### src/rtl/conv_seq_pkg.sv
// conv_seq_pkg: shared types for the CONV2/CONV3 layer sequencer.
// FSM states, per-read sideband, pool-stage sideband, tap geometry helpers.
package conv_seq_pkg;

  localparam int TAPS = 9;
  localparam int WINS = 4;
  localparam int AW   = 9;
  localparam int CW   = 5;
  localparam int CHW  = 7;

  typedef enum logic [1:0] {
    IDLE,
    RUN,
    DRAIN,
    DONE
  } state_t;

  typedef struct packed {
    logic           vld;
    logic           tap0;
    logic           tap8;
    logic           win0;
    logic           win3;
    logic [CW-1:0]  i;
    logic [CW-1:0]  j;
    logic [CHW-1:0] ch;
  } sb_t;

  typedef struct packed {
    logic           vld;
    logic           win0;
    logic           win3;
    logic [CW-1:0]  i;
    logic [CW-1:0]  j;
    logic [CHW-1:0] ch;
  } pool_t;

  function automatic logic [1:0] tapCol(
    input logic [3:0] t
  );
    return 2'(t % 4'd3);
  endfunction

  function automatic logic [1:0] tapRow(
    input logic [3:0] t
  );
    return 2'(t / 4'd3);
  endfunction

endpackage

### src/rtl/conv_seq_delay.sv
// conv_seq_delay: DEPTH-stage shift register, async reset, sync flush.
// Ports: iCLK, iRSTn, iFLUSH, iD[W] in; oQ[W] = iD delayed DEPTH cycles.
module conv_seq_delay #(
  parameter int DEPTH = 1,
  parameter int W     = 1
) (
  input  logic         iCLK,
  input  logic         iRSTn,
  input  logic         iFLUSH,
  input  logic [W-1:0] iD,
  output logic [W-1:0] oQ
);

  logic [W-1:0] stg [DEPTH];

  always_ff @(posedge iCLK or negedge iRSTn) begin
    if (!iRSTn) begin
      for (int k = 0; k < DEPTH; k++)
        stg[k] <= '0;
    end else if (iFLUSH) begin
      for (int k = 0; k < DEPTH; k++)
        stg[k] <= '0;
    end else begin
      stg[0] <= iD;
      for (int k = 1; k < DEPTH; k++)
        stg[k] <= stg[k-1];
    end
  end

  assign oQ = stg[DEPTH-1];

endmodule

### src/rtl/conv_pool_sequencer.sv
// conv_pool_sequencer: walks j,i,ch,w,t; issues reads + aligned MAC/pool/write.
// In: iCLK iRSTn iSTART iSTALL [iABORT if CONV_SEQ_ABORT_EN]; out: busy/done/strobes.
module conv_pool_sequencer
  import conv_seq_pkg::*;
#(
  parameter int WIDTH   = 14,
  parameter int HEIGHT  = 18,
  parameter int NCH     = 112,
  parameter int RD_LAT  = 1,
  parameter int MAC_LAT = 2
) (
  input  logic           iCLK,
  input  logic           iRSTn,
  input  logic           iSTART,
  input  logic           iSTALL,
`ifdef CONV_SEQ_ABORT_EN
  input  logic           iABORT,
`endif
  output logic           oBUSY,
  output logic           oDONE,
  output logic           oRd_EN,
  output logic [AW-1:0]  oRd_ADDR,
  output logic           oMAC_EN,
  output logic           oMAC_CLR,
  output logic           oPOOL_EN,
  output logic           oPOOL_CLR,
  output logic           oWr_EN,
  output logic [AW-1:0]  oWr_ADDR,
  output logic [CHW-1:0] oCH
);

  localparam int DRAIN_CYC = RD_LAT + MAC_LAT + 1;

  state_t         state;
  logic [3:0]     tCnt;
  logic [1:0]     wCnt;
  logic [CHW-1:0] chCnt;
  logic [CW-1:0]  iCnt;
  logic [CW-1:0]  jCnt;
  logic           fin;
  logic [2:0]     drainCnt;
  sb_t            sbNow;
  sb_t            sbRd;
  sb_t            macSb;
  pool_t          poolIn;
  pool_t          poolSb;
  logic [9:0]     xPos;
  logic [9:0]     yPos;
  logic [9:0]     rdAddr;
  logic           chLast;
  logic           iLast;
  logic           jLast;
  logic           lastRead;
  logic           issue;
  logic           abort;

`ifdef CONV_SEQ_ABORT_EN
  assign abort = iABORT &&
    (state == RUN || state == DRAIN);
`else
  assign abort = 1'b0;
`endif

  always_comb begin
    xPos = {4'd0, iCnt, 1'b0}
         + {9'd0, wCnt[0]}
         + {8'd0, tapCol(tCnt)};
    yPos = {4'd0, jCnt, 1'b0}
         + {9'd0, wCnt[1]}
         + {8'd0, tapRow(tCnt)};
    rdAddr = xPos + yPos * 10'(WIDTH);
  end

  always_comb begin
    sbNow      = '0;
    sbNow.vld  = 1'b1;
    sbNow.tap0 = (tCnt == 4'd0);
    sbNow.tap8 = (tCnt == 4'(TAPS-1));
    sbNow.win0 = (wCnt == 2'd0);
    sbNow.win3 = (wCnt == 2'(WINS-1));
    sbNow.i    = iCnt;
    sbNow.j    = jCnt;
    sbNow.ch   = chCnt;
  end

  assign chLast = (chCnt == CHW'(NCH-1));
  assign iLast  = (iCnt == CW'(WIDTH/2-1));
  assign jLast  = (jCnt == CW'(HEIGHT/2-1));
  assign lastRead = sbNow.tap8 && sbNow.win3
    && chLast && iLast && jLast;

  // fin keeps RUN alive for the cycle the final read is on the bus
  assign issue = !iSTALL && !fin && !abort &&
    (state == RUN || (state == IDLE && iSTART));

  always_ff @(posedge iCLK or negedge iRSTn) begin
    if (!iRSTn) begin
      state    <= IDLE;
      tCnt     <= '0;
      wCnt     <= '0;
      chCnt    <= '0;
      iCnt     <= '0;
      jCnt     <= '0;
      fin      <= 1'b0;
      drainCnt <= '0;
      sbRd     <= '0;
      oBUSY    <= 1'b0;
      oDONE    <= 1'b0;
      oRd_EN   <= 1'b0;
      oRd_ADDR <= '0;
    end else if (abort) begin
      state    <= IDLE;
      tCnt     <= '0;
      wCnt     <= '0;
      chCnt    <= '0;
      iCnt     <= '0;
      jCnt     <= '0;
      fin      <= 1'b0;
      drainCnt <= '0;
      sbRd     <= '0;
      oBUSY    <= 1'b0;
      oDONE    <= 1'b0;
      oRd_EN   <= 1'b0;
      oRd_ADDR <= '0;
    end else begin
      oDONE  <= 1'b0;
      oRd_EN <= issue;
      sbRd   <= issue ? sbNow : '0;
      if (issue) begin
        oRd_ADDR <= AW'(rdAddr);
        if (lastRead)
          fin <= 1'b1;
        if (!sbNow.tap8) begin
          tCnt <= tCnt + 4'd1;
        end else begin
          tCnt <= '0;
          if (!sbNow.win3) begin
            wCnt <= wCnt + 2'd1;
          end else begin
            wCnt <= '0;
            if (!chLast) begin
              chCnt <= chCnt + CHW'(1);
            end else begin
              chCnt <= '0;
              if (!iLast) begin
                iCnt <= iCnt + CW'(1);
              end else begin
                iCnt <= '0;
                jCnt <= jLast ? '0 : jCnt + CW'(1);
              end
            end
          end
        end
      end
      unique case (state)
        IDLE: begin
          if (iSTART) begin
            state <= RUN;
            oBUSY <= 1'b1;
          end
        end
        RUN: begin
          if (fin) begin
            state    <= DRAIN;
            fin      <= 1'b0;
            drainCnt <= '0;
          end
        end
        DRAIN: begin
          if (drainCnt == 3'(DRAIN_CYC-1)) begin
            state <= DONE;
            oBUSY <= 1'b0;
            oDONE <= 1'b1;
          end else begin
            drainCnt <= drainCnt + 3'd1;
          end
        end
        DONE: state <= IDLE;
        default: state <= IDLE;
      endcase
    end
  end

  conv_seq_delay #(
    .DEPTH(RD_LAT),
    .W($bits(sb_t))
  ) uMacDly (
    .iCLK(iCLK),
    .iRSTn(iRSTn),
    .iFLUSH(abort),
    .iD(sbRd),
    .oQ(macSb)
  );

  assign oMAC_EN  = macSb.vld;
  assign oMAC_CLR = macSb.tap0;

  // only the tap-8 MAC result is a finished sum worth pooling
  always_comb begin
    poolIn      = '0;
    poolIn.vld  = macSb.tap8;
    poolIn.win0 = macSb.tap8 & macSb.win0;
    poolIn.win3 = macSb.tap8 & macSb.win3;
    poolIn.i    = macSb.i;
    poolIn.j    = macSb.j;
    poolIn.ch   = macSb.ch;
  end

  conv_seq_delay #(
    .DEPTH(MAC_LAT),
    .W($bits(pool_t))
  ) uPoolDly (
    .iCLK(iCLK),
    .iRSTn(iRSTn),
    .iFLUSH(abort),
    .iD(poolIn),
    .oQ(poolSb)
  );

  assign oPOOL_EN  = poolSb.vld;
  assign oPOOL_CLR = poolSb.win0;

  always_ff @(posedge iCLK or negedge iRSTn) begin
    if (!iRSTn) begin
      oWr_EN   <= 1'b0;
      oWr_ADDR <= '0;
      oCH      <= '0;
    end else if (abort) begin
      oWr_EN   <= 1'b0;
      oWr_ADDR <= '0;
      oCH      <= '0;
    end else begin
      oWr_EN <= poolSb.vld & poolSb.win3;
      if (poolSb.vld & poolSb.win3) begin
        oWr_ADDR <= AW'(poolSb.j) * AW'(WIDTH/2)
                  + AW'(poolSb.i);
        oCH      <= poolSb.ch;
      end
    end
  end

endmodule

### config.mk
export PLATFORM = sky130hd
export DESIGN_NAME = conv_pool_sequencer
export DESIGN_NICKNAME = d
export VERILOG_FILES = /design/src/rtl/conv_seq_pkg.sv /design/src/rtl/conv_seq_delay.sv /design/src/rtl/conv_pool_sequencer.sv
export SDC_FILE = /design/constraint.sdc
export NUM_CORES = 1
export LEC_CHECK = 0
export CORE_MARGIN = 2
export CORE_UTILIZATION = 50
export DETAILED_ROUTE_END_ITERATION = 10
export PLACE_DENSITY = 0.7
export SYNTH_ARGS = -nofsm -noshare
export SYNTH_HDL_FRONTEND = slang
export SYNTH_SLANG_ARGS = --single-unit
### constraint.sdc
create_clock -name iCLK -period 7.3 [get_ports iCLK]
set_input_delay 1.825 -clock iCLK [delete_from_list [all_inputs] [get_ports iCLK]]
set_output_delay 1.825 -clock iCLK [all_outputs]
set_load 0.005 [all_outputs]
==> After elaboration in Yosys (flattened, before gate mapping) <==
Cells that the tools add are included.
{ "classes": {"add_sub_neg": 12, "mul": 2, "n_div": 2, "order_cmp": 0, "eq_ne": 13, "n_shift": 0, "muxes": 22, "bitwise": 3, "reduce_logical": 22} }
{ "ops": {"columns": ["cell", "count"], "rows": [
  ["$mux W22", 1],
  ["$add A7 B2 Y8", 2],
  ["$add A6 B1 Y7", 2],
  ["$reduce_and A3 Y1", 4],
  ["$add A5 B1 Y5 const B", 2],
  ["$mux W5", 2],
  ["$add A8 B5 Y9", 1],
  ["$add A8 B9 Y9", 1],
  ["$mul A5 B3 Y8 const B", 1],
  ["$mul A8 B3 Y8 const B", 1],
  ["$mux W1", 8],
  ["$mux W2", 4],
  ["$ne A2 B2 Y1 const B", 4],
  ["$pmux W2 S4", 1],
  ["$add A7 B1 Y7 const B", 1],
  ["$eq A7 B7 Y1 const B", 1],
  ["$logic_and A1 B1 Y1", 7],
  ["$mux W7", 1],
  ["$eq A2 B2 Y1 const B", 3],
  ["$mux W3", 2],
  ["$pmux W3 S2", 1],
  ["$eq A5 B3 Y1 const B", 1],
  ["$eq A5 B4 Y1 const B", 1],
  ["$reduce_and A5 Y1", 1],
  ["18 further kinds", 23]
]} }
{ "word_totals": {"regBits": 142, "latch_bits": 0, "mem_bits_rw": 0, "mem_bits_ro": 0, "in_bits": 4, "n_memories": 0} }

==> Longest topological paths before layout <==
{ "logic_depth": {"word_depth": 9, "ltp_mapped": 26, "depth_no_buf": 25} }

==> Hierarchy <==
From an unflattened synthesis, not the netlist that was laid out.
{ "hier_totals": {"hier_cells": 609, "hier_area_um2": 7063.0} }
{ "modules_own_cells": {"columns": ["module", "n_inst", "cells_per_inst", "area_per_inst_um2", "seq_area_each_um2"], "rows": [
  ["conv_pool_sequencer", 1, 459, 4805.9, 1976.9],
  ["conv_seq_delay (uPoolDly)", 1, 104, 1506.4, 1001.0],
  ["conv_seq_delay (uMacDly)", 1, 46, 750.7, 550.5]
]} }

==> Least setup slack after synthesis <==
No wires, ideal clock.
{ "synth_timing": {"kind": "register to register", "startpoint": "register tCnt[3]", "endpoint": "register oRd_ADDR[7]", "setup_time_ps": 95, "t_arrival_ps": 5073, "t_required_ps": 7205, "path_slack_ps": 2131, "path_stages_with_launch": 26, "synth_period_minus_slack_ps": 5169, "cell_sequence": "dfrtp_1 buf_4 nor2b_1 ha_1 inv_1 ha_1 nor2b_1 a22o_1 nand2_1 a21oi_1 inv_1 ha_1 inv_1 fa_1 xnor2_1 fa_1 ha_1 fa_1 xor2_1 ha_1 ha_1 o21a_1 o31a_1 o21ai_0 a21oi_1 o31ai_1"} }
{ "synth_between": {"elab_chain_len": 4, "elab_cells_between_ends": 6, "classes_between": "add/sub (3); mul (1); div (2)"} }
{ "synth_lines": {"columns": ["element", "line_no", "text"], "rows": [
  ["start: declaration", "conv_pool_sequencer.sv:35", "logic [3:0] tCnt;"],
  ["start signal: assignment", "conv_pool_sequencer.sv:134", "tCnt <= tCnt + 4'd1;"],
  ["$div A4 B2 Y4", "conv_seq_pkg.sv:47", "return 2'(t / 4'd3);"],
  ["$add A7 B2 Y8", "conv_pool_sequencer.sv:70", "+ {8'd0, tapRow(tCnt)};"],
  ["$mul A8 B3 Y8", "conv_pool_sequencer.sv:71", "rdAddr = xPos + yPos * 10'(WIDTH);"],
  ["$add A8 B9 Y9 *", "conv_pool_sequencer.sv:71", null],
  ["end signal: assignment", "conv_pool_sequencer.sv:130", "oRd_ADDR <= AW'(rdAddr);"],
  ["end: declaration", "conv_pool_sequencer.sv:22", "output logic [AW-1:0] oRd_ADDR,"]
]} }
Mark *: on every way between the ends. The rest lies on a longest branch, timed or not.
A chain may end at the register's enable or synchronous reset.

==> Worst setup path in the final report <==
{ "layout_timing": {"startpoint": "register tCnt[2]", "endpoint": "register oRd_ADDR[8]"} }
Same word-level chain as after synthesis.

==> summary.md <==
| Metric | Value |
|---|---|
| Status | `finished, final reports clean` |
| Delay-heaviest family, CP | `adder cells` |
| Starting Density | `between 50 and 60%` |
| Commonest register cell after synthesis | `dfrtp_1` |
| IO Count | `37` |
| DRT iter0 DRCs | `205` |
| Clock transition at path regs | `about 0.06 ns` |
| Area share of the leading cell type in the synthesized netlist | `a little under three fifths` |
| P_sw | `about 0.0014 W` |
| Setup_tns | `0 ns` |
| DR DRC count | `0` |
| Register area share after synthesis | `a little under three fifths` |
| Rel. slew slack | `a little over a third` |
| Tightest Pin Transition | `about 0.97 ns` |
| Met1 wire length | `roughly 4400 um` |
| Share of layout cells above drive strength 1 | `just under 9%` |
| Die H | `around 120 um` |
| Post-DRT Antenna Nets | `0` |
| All-Layer GR Usage | `around 17%` |
| DIE AREA | `13700 um2` |
| Area Overhead vs Synth | `16.7%` |
| Wire length per cell | `roughly 13 um` |
| Multi-input logic area | `2610 um2` |
| Top post-synthesis cells by area | `dfrtp_1 (55%), ha_1 (10%), fa_1 (5.0%), o21ai_0 (3.1%), inv_1 (2.5%)` |
| Final Hold Viols | `0` |
| Clock Skew | `0.00554 ns` |
| Switching Fraction | `37.9%` |
| Cell count after synthesis | `522` |
| CTS Hold Buffers Added | `0` |
| Pin count of the biggest net entering global routing | `76` |
| Critical Path AT | `roughly 6 ns` |
| Cell Area, Synth | `approximately 6400 um2` |
| Estimated wirelength of the detail-placed design | `about 6700 um` |
| Leak pwr | `around 3.7 nW` |
| Sequential Power Share | `between 20% and 30%` |
| Cell-internal power | `between 0.002 and 0.0025 W` |
| Power share of the clock group | `between 20% and 30%` |
| Setup crit end kind | `register` |
| Slowest CP cell | `xnor2_1` |
| Overall routed net length | `approximately 10000 um` |
| CTS Buffer Depth | `2` |
| I/O Buffers | `36` |
| Place WS | `1.61 ns` |
| CP Cell Sequence | `nor2b_1 > ha_1 > inv_1 > ha_1 > nor2b_1 > a22o_1 > nand2_1 > a21oi_1 > inv_1 > ha_1 > inv_1 > fa_1 > xnor2_1 > fa_1 > ha_1 > fa_1 > ha_1 > ha_1 > o21ai_0 > o21bai_1 > nor3_1 > o31a_1 > o31ai_1` |
| Std-Cell Rows | `41` |
| First-pass GRT wire length | `roughly 18000 um` |
| Yosys Warn Count | `0` |
| Part of the cycle the worst path needs | `about four fifths` |
| Layout Nets | `between 600 and 700` |
| CTS H-Tree Depth | `4` |
| DR vias | `3803` |
| Post-synth EDFFs | `0` |
| Synth unique cells | `50` |
| Metal2 WL | `~5100 um` |
| Worst Hold Class | `register to register` |
| Clock sinks | `about 140` |
| Fill cell count | `between 1k and 1.5k` |
| Vias/cell | `5.08` |
| Chip Width | `between 100 and 150 um` |
| Pwr per Cell Area | `around 500 nW/um2` |
| Setup Buffers After CTS | `0` |
| Slowest stage delay, CP | `roughly 0.5 ns` |
| Final setup fails | `0` |
| CTS buffer count | `17` |
| FFs w/ async S/R, synth | `between 90% and 100%` |
| Critical path's most frequent cell | `ha_1` |
| Max layer used | `met4` |
| Crit path buffers/inverters | `3` |
| Core area | `approximately 13000 um2` |
| CP Launch Type | `register` |
| CP Max Fanout | `10` |
| Max cap viols | `0` |
| Post-cts resize count | `0` |
| Final slew viol count | `0` |
| Post-Syn Nets | `between 500 and 600` |
| Worst-Skew Late Latency | `0.41 ns` |
| Mean Syn Cell Area | `roughly 12 um2` |
| RSZ-0062 raised after global routing | `no` |
| Initial antenna violation count | `0` |
| Yosys top cell by area | `dfrtp_1` |
| Final worst slack | `1.60 ns` |
| CTS Root Cell | `clkbuf_16` |
| Comb power frac | `about 52%` |
| Commonest non-fill, non-tap cell in the layout | `dfrtp_1` |
| Met3 wire length | `a little over 300 um` |
| Max VDD drop | `around 1.1 mV` |
| Critical path class | `register to register` |
| # diodes | `0` |
| FF+latch area | `around 3500 um2` |
| Vias in the first global route | `3810` |
| CTS tree | `done` |
| Post-synthesis register bit count | `roughly 140` |
| RePlAce Congestion | `approximately 0.84` |
| DRT Pass-1 Iters | `4` |
| Worst Path Required | `around 7.6 ns` |
| Grt ovf | `0` |
| Most frequent cells in the layout | `dfrtp_1 (141), ha_1 (52), inv_1 (42)` |
| Period minus WS final | `5.70 ns` |
| Fmax achieved | `approximately 0.18 GHz` |
-- cells in the mapped netlist (all sizes together) (6+ instances only) --
cell type	instances
ha	52
nand2	35
clkbuf	7
a21o	8
nor2	21
o21ai	39
nand3	11
xnor2	15
nor2b	9
nor3	6
dfrtp	141
inv	42
mux2	16
xor2	6
a21oi	18
buf	7
and2	20
fa	16
-- cells by family after synthesis --
group	Yosys count	share of synthesized area, %
AO/OA/AOI/OAI	92	8.69
XOR/XNOR	21	2.88
adder cells (fa/ha/maj)	68	15.2
buffers and inverters	56	3.82
flip-flops	141	55.3
multiplexers	20	3.51
AND/OR/NAND/NOR	124	10.6
-- flip-flops by register name, indices dropped and copies added, names as in the netlist, 2 cells and up --
name          flops
sbRd             21
wCnt              2
oCH               7
oWr_ADDR          9
uPoolDly.oQ      20
iCnt              5
oRd_ADDR          9
tCnt              4
uMacDly.oQ       22
drainCnt          3
state             2
uPoolDly.stg     20
chCnt             7
jCnt              5
-- area by class of cell --
| cell class | count | area share, % |
|---|---|---|
| timing repair buffer | 37 | 4.96 |
| tap | 172 | 2.89 |
| multi-input combinational | 325 | 35.0 |
| sequential | 141 | 47.4 |
| clock buffer | 25 | 6.52 |
| clock inverter | 6 | 1.14 |
| inverter | 42 | 2.12 |
-- per-stage QoR --
stage          hold WS, ns  area, um2  total power, W  std cells  util (%)
3_3_place_gp         0.331       6880         0.00282        717      54.9
3_5_place_dp         0.335       6880         0.00286        717      54.9
2_1_floorplan        0.331       6380         0.00248        522         -
4_1_cts              0.344       7450         0.00374        748      59.5
6_report             0.339       7450         0.00369        748      59.5
5_1_grt              0.349       7450         0.00405        748      59.5
-- routing by layer --
| layer | up-vias | global-route usage (%) |
|---|---|---|
| li1 | 1843 | - |
| met1 | 1869 | 20.8 |
| met2 | 66 | 27.2 |
| met3 | 25 | 4.17 |
| met4 | 0 | 9.10 |
| met5 | - | 0 |
-- power groups by stage --
stage / clock, W / combinational [W] / sequential [W]
2_1_floorplan: 0 / 0.00154 / 0.000938
3_5_place_dp: 0 / 0.00191 / 0.000959
6_report: 0.000825 / 0.00192 / 0.000945
5_1_grt: 0.000884 / 0.00221 / 0.000958
3_3_place_gp: 0 / 0.00187 / 0.000953
4_1_cts: 0.000849 / 0.00194 / 0.000946
-- worst reg2reg max path, cell delays in order, from the launching register on --
cell and delay [ns]:
dfrtp_1 0.47, nor2b_1 0.22, ha_1 0.18, inv_1 0.04, ha_1 0.26, nor2b_1 0.15
a22o_1 0.20, nand2_1 0.08, a21oi_1 0.12, inv_1 0.10, ha_1 0.14, inv_1 0.05
fa_1 0.40, xnor2_1 0.50, fa_1 0.50, ha_1 0.23, fa_1 0.44, ha_1 0.29
ha_1 0.34, o21ai_0 0.11, o21bai_1 0.20, nor3_1 0.09, o31a_1 0.29, o31ai_1 0.22
-- path summary, 6_finish.rpt --
path	start	end	slack, ns	cells past startpoint
max	tCnt[2]	oRd_ADDR[8]	1.60	23
min	uMacDly.oQ[6]	uPoolDly.stg[26]	0.34	0
max reg2reg	tCnt[2]	oRd_ADDR[8]	1.60	23
min reg2reg	uMacDly.oQ[6]	uPoolDly.stg[26]	0.34	0
max in group asynchronous	iRSTn	chCnt[4]	4.60	2
min in group asynchronous	iRSTn	uPoolDly.oQ[3]	1.45	1
No activity file was read; power rests on OpenSTA's default activity.
